--- src/rtl/spiflash_pkg.sv ---
`default_nettype none
// ============================================================================
// Module   : spiflash_pkg
// Purpose  : Shared types, opcodes and helpers for the serial-flash reader
// Revision : 1.0
// ============================================================================
package spiflash_pkg;

    localparam int ADDR_W = 24;
    localparam int WORD_W = 32;

    localparam logic [7:0] SPI_CMD_READ  = 8'h03;
    localparam logic [7:0] SPI_CMD_PWRUP = 8'hAB;

    typedef enum logic [2:0] {
        ST_PWR_CSH  = 3'd0,
        ST_PWR_CMD  = 3'd1,
        ST_IDLE_CSH = 3'd2,
        ST_IDLE     = 3'd3,
        ST_CMD      = 3'd4,
        ST_DATA     = 3'd5,
        ST_RESP     = 3'd6,
        ST_BURST    = 3'd7
    } state_t;

    function automatic logic [ADDR_W-1:0] align_word(input logic [ADDR_W-1:0] a);
        return a & 24'hFF_FFFC;
    endfunction

    // The flash streams bytes in address order; the CPU wants the first byte in [7:0].
    function automatic logic [WORD_W-1:0] bytes_le(input logic [WORD_W-1:0] x);
        return {x[7:0], x[15:8], x[23:16], x[31:24]};
    endfunction

    function automatic logic cs_active(input state_t s);
        return s inside {ST_PWR_CMD, ST_CMD, ST_DATA, ST_RESP, ST_BURST};
    endfunction

endpackage
`default_nettype wire

--- src/rtl/spiflash_reader_if.sv ---
`default_nettype none
// ============================================================================
// Module   : spiflash_reader_if
// Purpose  : Bus-side read request / response channel of the flash reader
// Revision : 1.0
// ============================================================================
interface spiflash_reader_if;
    import spiflash_pkg::*;

    logic              req_valid;
    logic              req_ready;
    logic [ADDR_W-1:0] req_addr;
    logic              rsp_valid;
    logic [WORD_W-1:0] rsp_rdata;

    modport master (
        output req_valid,
        output req_addr,
        input  req_ready,
        input  rsp_valid,
        input  rsp_rdata
    );

    modport slave (
        input  req_valid,
        input  req_addr,
        output req_ready,
        output rsp_valid,
        output rsp_rdata
    );

endinterface
`default_nettype wire

--- src/rtl/spiflash_shifter.sv ---
`default_nettype none
// ============================================================================
// Module   : spiflash_shifter
// Purpose  : SPI mode-0 bit engine: sclk divider plus 32-bit tx/rx shifter
// Revision : 1.0
// ============================================================================
module spiflash_shifter
    import spiflash_pkg::*;
#(
    parameter int CLK_DIV = 2
) (
    input  wire logic              clk,
    input  wire logic              resetn,
    input  wire logic              start,
    input  wire logic [5:0]        nbits,
    input  wire logic [WORD_W-1:0] tx_data,
    output logic      [WORD_W-1:0] rx_data,
    output logic                   done,
    output logic                   sclk,
    output logic                   mosi,
    input  wire logic              miso
);

    localparam int DIV_W = (CLK_DIV > 1) ? $clog2(CLK_DIV) : 1;
    localparam logic [DIV_W-1:0] c_div_last = DIV_W'(CLK_DIV - 1);

    logic              r_busy;
    logic              r_sclk;
    logic [DIV_W-1:0]  r_div;
    logic [5:0]        r_bits_left;
    logic [WORD_W-1:0] r_tx;
    logic [WORD_W-1:0] r_rx;
    logic              w_half_end;

    assign w_half_end = (r_div == c_div_last);

    // Combinational so the FSM can chain the next frame with no idle sclk cycle.
    assign done    = r_busy && r_sclk && w_half_end && (r_bits_left == 6'd1);
    assign sclk    = r_sclk;
    assign mosi    = r_busy & r_tx[WORD_W-1];
    assign rx_data = r_rx;

    always_ff @(posedge clk or negedge resetn) begin
        if (!resetn) begin
            r_busy      <= 1'b0;
            r_sclk      <= 1'b0;
            r_div       <= '0;
            r_bits_left <= '0;
            r_tx        <= '0;
            r_rx        <= '0;
        end else if (start) begin
            r_busy      <= 1'b1;
            r_sclk      <= 1'b0;
            r_div       <= '0;
            r_bits_left <= nbits;
            r_tx        <= tx_data;
        end else if (r_busy) begin
            if (!w_half_end) begin
                r_div <= r_div + 1'b1;
            end else begin
                r_div <= '0;
                if (!r_sclk) begin
                    r_sclk <= 1'b1;
                    r_rx   <= {r_rx[WORD_W-2:0], miso};
                end else begin
                    r_sclk <= 1'b0;
                    if (r_bits_left == 6'd1) begin
                        r_busy <= 1'b0;
                    end else begin
                        r_bits_left <= r_bits_left - 6'd1;
                        r_tx        <= {r_tx[WORD_W-2:0], 1'b0};
                    end
                end
            end
        end
    end

endmodule
`default_nettype wire

--- src/rtl/spiflash_reader.sv ---
`default_nettype none
// ============================================================================
// Module   : spiflash_reader
// Purpose  : SPI flash word fetcher (cmd 0x03) with power-up and burst reuse
// Revision : 1.0
// ============================================================================
module spiflash_reader
    import spiflash_pkg::*;
#(
    parameter int CLK_DIV    = 2,
    parameter int CSH_CYCLES = 4
) (
    input  wire logic          clk,
    input  wire logic          resetn,
    spiflash_reader_if.slave   bus,
    output logic               spi_cs,
    output logic               spi_sclk,
    output logic               spi_mosi,
    input  wire logic          spi_miso
);

    localparam int CNT_W = $clog2(CSH_CYCLES + 1);
    // cs-high states last CSH_CYCLES+1 cycles; the extra cycle mirrors the IDLE accept cycle.
    localparam logic [CNT_W-1:0] c_csh_last = CNT_W'(CSH_CYCLES);

    state_t            r_state;
    state_t            w_state_nxt;
    logic [CNT_W-1:0]  r_cnt;
    logic [CNT_W-1:0]  w_cnt_nxt;
    logic [ADDR_W-1:0] r_addr;
    logic [ADDR_W-1:0] w_addr_nxt;
    logic [ADDR_W-1:0] r_next_addr;
    logic              r_pending;
    logic              w_pending_nxt;
    logic [WORD_W-1:0] r_rdata;
    logic              r_cs;
    logic              r_ready;
    logic              r_rsp_valid;

    logic              w_sh_start;
    logic [5:0]        w_sh_nbits;
    logic [WORD_W-1:0] w_sh_tx;
    logic [WORD_W-1:0] w_sh_rx;
    logic              w_sh_done;
    logic [ADDR_W-1:0] w_req_al;

    assign w_req_al      = align_word(bus.req_addr);
    assign bus.req_ready = r_ready;
    assign bus.rsp_valid = r_rsp_valid;
    assign bus.rsp_rdata = r_rdata;
    assign spi_cs        = r_cs;

    spiflash_shifter #(
        .CLK_DIV (CLK_DIV)
    ) u_shifter (
        .clk     (clk),
        .resetn  (resetn),
        .start   (w_sh_start),
        .nbits   (w_sh_nbits),
        .tx_data (w_sh_tx),
        .rx_data (w_sh_rx),
        .done    (w_sh_done),
        .sclk    (spi_sclk),
        .mosi    (spi_mosi),
        .miso    (spi_miso)
    );

    always_comb begin
        w_state_nxt   = r_state;
        w_cnt_nxt     = '0;
        w_addr_nxt    = r_addr;
        w_pending_nxt = r_pending;
        w_sh_start    = 1'b0;
        w_sh_nbits    = 6'd32;
        w_sh_tx       = '0;

        case (r_state)
            ST_PWR_CSH: begin
                if (r_cnt == c_csh_last) begin
                    w_sh_start  = 1'b1;
                    w_sh_nbits  = 6'd8;
                    w_sh_tx     = {SPI_CMD_PWRUP, 24'h000000};
                    w_state_nxt = ST_PWR_CMD;
                end else begin
                    w_cnt_nxt = r_cnt + 1'b1;
                end
            end
            ST_PWR_CMD: begin
                if (w_sh_done) begin
                    w_state_nxt = ST_IDLE_CSH;
                end
            end
            ST_IDLE_CSH: begin
                if (r_cnt != c_csh_last) begin
                    w_cnt_nxt = r_cnt + 1'b1;
                end else if (r_pending) begin
                    // Non-sequential request taken in BURST: issue its command now.
                    w_sh_start    = 1'b1;
                    w_sh_tx       = {SPI_CMD_READ, r_addr};
                    w_pending_nxt = 1'b0;
                    w_state_nxt   = ST_CMD;
                end else begin
                    w_state_nxt = ST_IDLE;
                end
            end
            ST_IDLE: begin
                if (bus.req_valid) begin
                    w_addr_nxt  = w_req_al;
                    w_sh_start  = 1'b1;
                    w_sh_tx     = {SPI_CMD_READ, w_req_al};
                    w_state_nxt = ST_CMD;
                end
            end
            ST_CMD: begin
                if (w_sh_done) begin
                    w_sh_start  = 1'b1;
                    w_state_nxt = ST_DATA;
                end
            end
            ST_DATA: begin
                if (w_sh_done) begin
                    w_state_nxt = ST_RESP;
                end
            end
            ST_RESP: begin
                w_state_nxt = ST_BURST;
            end
            ST_BURST: begin
                if (bus.req_valid) begin
                    w_addr_nxt = w_req_al;
                    if (w_req_al == r_next_addr) begin
                        w_sh_start  = 1'b1;
                        w_state_nxt = ST_DATA;
                    end else begin
                        w_pending_nxt = 1'b1;
                        w_state_nxt   = ST_IDLE_CSH;
                    end
                end
            end
            default: begin
                w_state_nxt = ST_PWR_CSH;
            end
        endcase
    end

    always_ff @(posedge clk or negedge resetn) begin
        if (!resetn) begin
            r_state     <= ST_PWR_CSH;
            r_cnt       <= '0;
            r_addr      <= '0;
            r_next_addr <= '0;
            r_pending   <= 1'b0;
            r_rdata     <= '0;
            r_cs        <= 1'b1;
            r_ready     <= 1'b0;
            r_rsp_valid <= 1'b0;
        end else begin
            r_state     <= w_state_nxt;
            r_cnt       <= w_cnt_nxt;
            r_addr      <= w_addr_nxt;
            r_pending   <= w_pending_nxt;
            // Pin-level outputs are registered from the next state so they never glitch.
            r_cs        <= ~cs_active(w_state_nxt);
            r_ready     <= (w_state_nxt == ST_IDLE) || (w_state_nxt == ST_BURST);
            r_rsp_valid <= (w_state_nxt == ST_RESP);
            if ((r_state == ST_DATA) && w_sh_done) begin
                r_rdata <= bytes_le(w_sh_rx);
            end
            if (r_state == ST_RESP) begin
                r_next_addr <= r_addr + 24'd4;
            end
        end
    end

endmodule
`default_nettype wire

--- src/flat_wrapper.sv ---
// flat-port wrapper written by rule: the top's interface ports become plain ports
module spiflash_reader_flat import spiflash_pkg::*;
#(
    parameter int CLK_DIV    = 2,
    parameter int CSH_CYCLES = 4
)
  (clk, resetn, spi_cs, spi_sclk, spi_mosi, spi_miso, bus_req_valid, bus_req_addr, bus_req_ready, bus_rsp_valid, bus_rsp_rdata);
  spiflash_reader_if bus_i ();
  input  wire logic clk;
  input  wire logic resetn;
  output logic spi_cs;
  output logic spi_sclk;
  output logic spi_mosi;
  input  wire logic spi_miso;
  input wire logic [$bits(bus_i.req_valid)-1:0] bus_req_valid;
  input wire logic [$bits(bus_i.req_addr)-1:0] bus_req_addr;
  output wire logic [$bits(bus_i.req_ready)-1:0] bus_req_ready;
  output wire logic [$bits(bus_i.rsp_valid)-1:0] bus_rsp_valid;
  output wire logic [$bits(bus_i.rsp_rdata)-1:0] bus_rsp_rdata;
  assign bus_i.req_valid = bus_req_valid;
  assign bus_i.req_addr = bus_req_addr;
  assign bus_req_ready = bus_i.req_ready;
  assign bus_rsp_valid = bus_i.rsp_valid;
  assign bus_rsp_rdata = bus_i.rsp_rdata;
  spiflash_reader #(.CLK_DIV(CLK_DIV), .CSH_CYCLES(CSH_CYCLES)) u_core (.clk(clk), .resetn(resetn), .bus(bus_i), .spi_cs(spi_cs), .spi_sclk(spi_sclk), .spi_mosi(spi_mosi), .spi_miso(spi_miso));
endmodule
--- config.mk ---
export PLATFORM = sky130hd
export DESIGN_NAME = spiflash_reader_flat
export DESIGN_NICKNAME = d
export VERILOG_FILES = /design/src/rtl/spiflash_pkg.sv /design/src/rtl/spiflash_reader_if.sv /design/src/rtl/spiflash_shifter.sv /design/src/rtl/spiflash_reader.sv /design/src/flat_wrapper.sv
export SDC_FILE = /design/constraint.sdc
export NUM_CORES = 1
export LEC_CHECK = 0
export CORE_MARGIN = 2
export CORE_UTILIZATION = 65
export CTS_BUF_LIST = sky130_fd_sc_hd__clkbuf_2 sky130_fd_sc_hd__clkbuf_4 sky130_fd_sc_hd__clkbuf_8
export DETAILED_ROUTE_END_ITERATION = 7
export PLACE_DENSITY_LB_ADDON = 0.3
export SLEW_MARGIN = 5
export SYNTH_ARGS = -nofsm -noshare
export SYNTH_HDL_FRONTEND = slang
export SYNTH_HIERARCHICAL = 1
export SYNTH_SLANG_ARGS = --single-unit
--- constraint.sdc ---
create_clock -name clk -period 8.3 [get_ports clk]
set_input_delay 0.83 -clock clk [delete_from_list [all_inputs] [get_ports clk]]
set_output_delay 0.83 -clock clk [all_outputs]
set_load 0.05 [all_outputs]
==> impl_metrics.csv <==
group,metric,value,unit
run_status,status,"completed",
setup_path,crit_arrival,4.70,ns
layout,n_fill_cell,806,
grt,antenna_found_initial,0,
layout,final-seq-area,0.00398,mm2
sta,slew_headroom,23.5,%
power_and_ir_drop,finalPower,2520,uW
synthesis,async_flop_share,100,%
layout,final_common_cell,"nand2_1",
clock_network,tritoncts,"built",
drt,wl_per_cell,18.1,um
grt,grt_pass1_vias,6091,
synthesis,netlist_instances,824,
clock_network,holdBufCountCts,0,
floorplan,die_h,115,um
placed_design,post_dp_cell_area,0.00860,mm2
sta,rsz0062_at_grt,"false",
floorplan,die_w,115,um
sta,drv_slew,0,
layout,multi_input_area,0.00369,mm2
layout,final_cell_mix,"nand2_1, dfrtp_1, clkdlybuf4s50_1, nor2_1, nor2b_1",
setup_path,cp-end-kind,"flop",
setup_path,path_max_fanout,64,
floorplan,pin_count,65,
synthesis,ys_ff_latch,159,
placed_design,port_buffers,62,
power_and_ir_drop,peakVddDrop,155,uV
drt,dr.pass1.iters,7,
drt,drc,0,
setup_path,critPathRequiredTime,8.65,ns
synthesis,synth_warnings,6,
sta,fin_skew,0.0127,ns
floorplan,initial_core_util,66.4,%
clock_network,ctsRootBufferMaster,"clkbuf_8",
sta,setup_viol,0,
sta,hold_viol,0,
synthesis,synth_fa_ha_area_share,0.785,%
grt,gr-total-overflow,0,
sta,timing.fmax,0.230,GHz
layout,final_nets,892,
setup_path,start_kind,"flop",
power_and_ir_drop,p_per_area,281,mW/mm2
drt,vias_per_cell,6.22,
grt,grt_usage,29.6,%
drt,routed_wl,18.4,mm
synthesis,synthXorXnorAreaFrac,4.83,%
layout,layout-drive-gt1-share,10.9,%
synthesis,syn_avg_cell_area,9.68,um2
synthesis,synth_compound_area_share,15.5,%
layout,syn_to_final_growth,12.6,%
clock_network,cts.sinks,159,
floorplan,core_area,0.0120,mm2
drt,vias,6333,
sta,post-route-period-util,52.4,%
synthesis,synthDistinctLibCells,62,
synthesis,synth_simple_gate_area_share,19.9,%
synthesis,syn_area,0.00797,mm2
synthesis,ys_seq_area_share,49.9,%
power_and_ir_drop,power_leakage,0.00409,uW
clock_network,clk_pin_slew_worst_paths,0.09,ns
sta,min_period,4.35,ns
clock_network,cts_buffers,17,
run,maxCapViolCount,0,
clock_network,htree_levels,4,
placed_design,dp.cells,987,
hold_path,hold_path_class,"primary input to async pin",
layout,final_cells,1018,
drt,ant_nets,0,
placed_design,hpwl,11.1,mm
layout,antennaDiodeCount,0,
synthesis,ys_dominant_reg_cell,"dfrtp_1",
grt,grt_max_degree,86,
clock_network,post_cts_buffers,0,
synthesis,synth_edf_count,0,
sta,setup_tns,0,ns
layout,design_area,0.00898,mm2
floorplan,rows,40,
synthesis,synth_top_family_by_area,"simple AND/OR/NAND/NOR gates",
drt,drt_iter0_drc,658,
grt,grt_pass1_wl,30.4,mm
sta,tightestPinTransition,1.15,ns
setup_path,crit_type,"flop to flop",
floorplan,die-area,0.0132,mm2
clock_network,clock_latency,0.47,ns
clock_network,ctsResizeCount,0,
placed_design,gp_congestion,0.846,
clock_network,clock_path_buffers,2,
layout,finish.utilization,74.8,%
synthesis,synthMuxAreaShare,4.79,%
final timing paths:
kind,start,endpoint,slack [ns],cells after the start
max,u_core/u_shifter/r_bits_left[1],u_core/u_shifter/r_bits_left[0],3.95,10
min,resetn,u_core/u_shifter/rx_data[13],0.38,1
max reg2reg,u_core/u_shifter/r_bits_left[1],u_core/u_shifter/r_bits_left[0],3.95,10
min reg2reg,u_core/bus.rsp_rdata[11],u_core/bus.rsp_rdata[11],0.48,2
max in group asynchronous,resetn,u_core/bus.rsp_rdata[21],6.42,2
min in group clk,u_core/bus.rsp_rdata[11],u_core/bus.rsp_rdata[11],0.48,2
cells by family after synthesis:
family,after synthesis
DFF,159
xor gates and xnor gates,44
other,1
and+or+nand+nor,341
adders and majority gates,5
AOI/OAI and AO/OA,164
buffers and inverters,76
muxes,34
where the power goes:
part           internal [uW]  switching (uW)  leakage [uW]
sequential               943             150       0.00210
clock                    258             305      0.000192
combinational            367             496       0.00180
total                   1570             951       0.00409
cell usage after synthesis (3+ instances only):
library cell | instances | area (um2)
nor2b_1 | 37 | 231
nand3_1 | 10 | 50.1
xnor2_1 | 11 | 96.3
and2_1 | 3 | 18.8
dfrtp_1 | 158 | 3950
inv_1 | 11 | 41.3
a31oi_1 | 30 | 188
mux2_2 | 32 | 360
clkbuf_1 | 34 | 128
xor2_1 | 33 | 289
nor4_1 | 6 | 37.5
a32oi_1 | 32 | 280
buf_1 | 3 | 11.3
ha_1 | 5 | 62.6
buf_6 | 4 | 45.0
nor2_1 | 43 | 161
o21ai_1 | 10 | 50.1
nand2_1 | 201 | 754
o211ai_1 | 33 | 248
a22o_1 | 23 | 201
nor3_1 | 8 | 40.0
buf_2 | 22 | 110
and3_1 | 5 | 31.3
nand4_1 | 6 | 37.5
o21ai_0 | 16 | 80.1
state kept, by name (all words and copies together) (netlist names), 3 cells and up:
name / flops
u_core/u_shifter/rx_data: 32
u_core/r_cnt: 3
u_core/r_state: 3
u_core/u_shifter/r_bits_left: 6
u_core/u_shifter/r_tx: 32
u_core/bus.rsp_rdata: 32
u_core/r_addr: 22
u_core/r_next_addr: 22
through the flow:
| stage | hold WS [ns] | setup WS, ns |
|---|---|---|
| after CTS | 0.396 | 4.01 |
| after global routing | 0.400 | 3.62 |
| final | 0.379 | 3.95 |
| after global placement | 0.458 | 4.03 |
| after floorplan | 0.435 | 5.16 |
| after detailed placement | 0.459 | 3.92 |
final cells by class:
| class | instances | area share [%] |
|---|---|---|
| Clock inverter | 12 | 1.37 |
| Clock buffer | 19 | 2.91 |
| Tap cell | 147 | 2.05 |
| Inverter | 13 | 0.543 |
| Multi-Input combinational cell | 597 | 41.1 |
| Timing Repair Buffer | 71 | 7.68 |
| Sequential cell | 159 | 44.3 |
critical path, stage by stage, from the launching register on:
cell	delay (ns)
dfrtp_1	0.42
inv_1	0.11
ha_1	0.20
or4b_4	0.71
nor3_1	0.47
nand2_1	0.10
a211oi_1	0.32
a211o_1	0.66
inv_2	0.60
o2111ai_1	0.25
or3b_1	0.35
metal layers:
layer,vias up,share of wire (%),global-route usage (%)
li1,2948,-,-
met1,3164,45,42.3
met2,195,48,45.4
met3,26,6.2,7.38
met4,0,1.2,8.92
met5,-,0,0
Power figures use the tool's default switching activity.
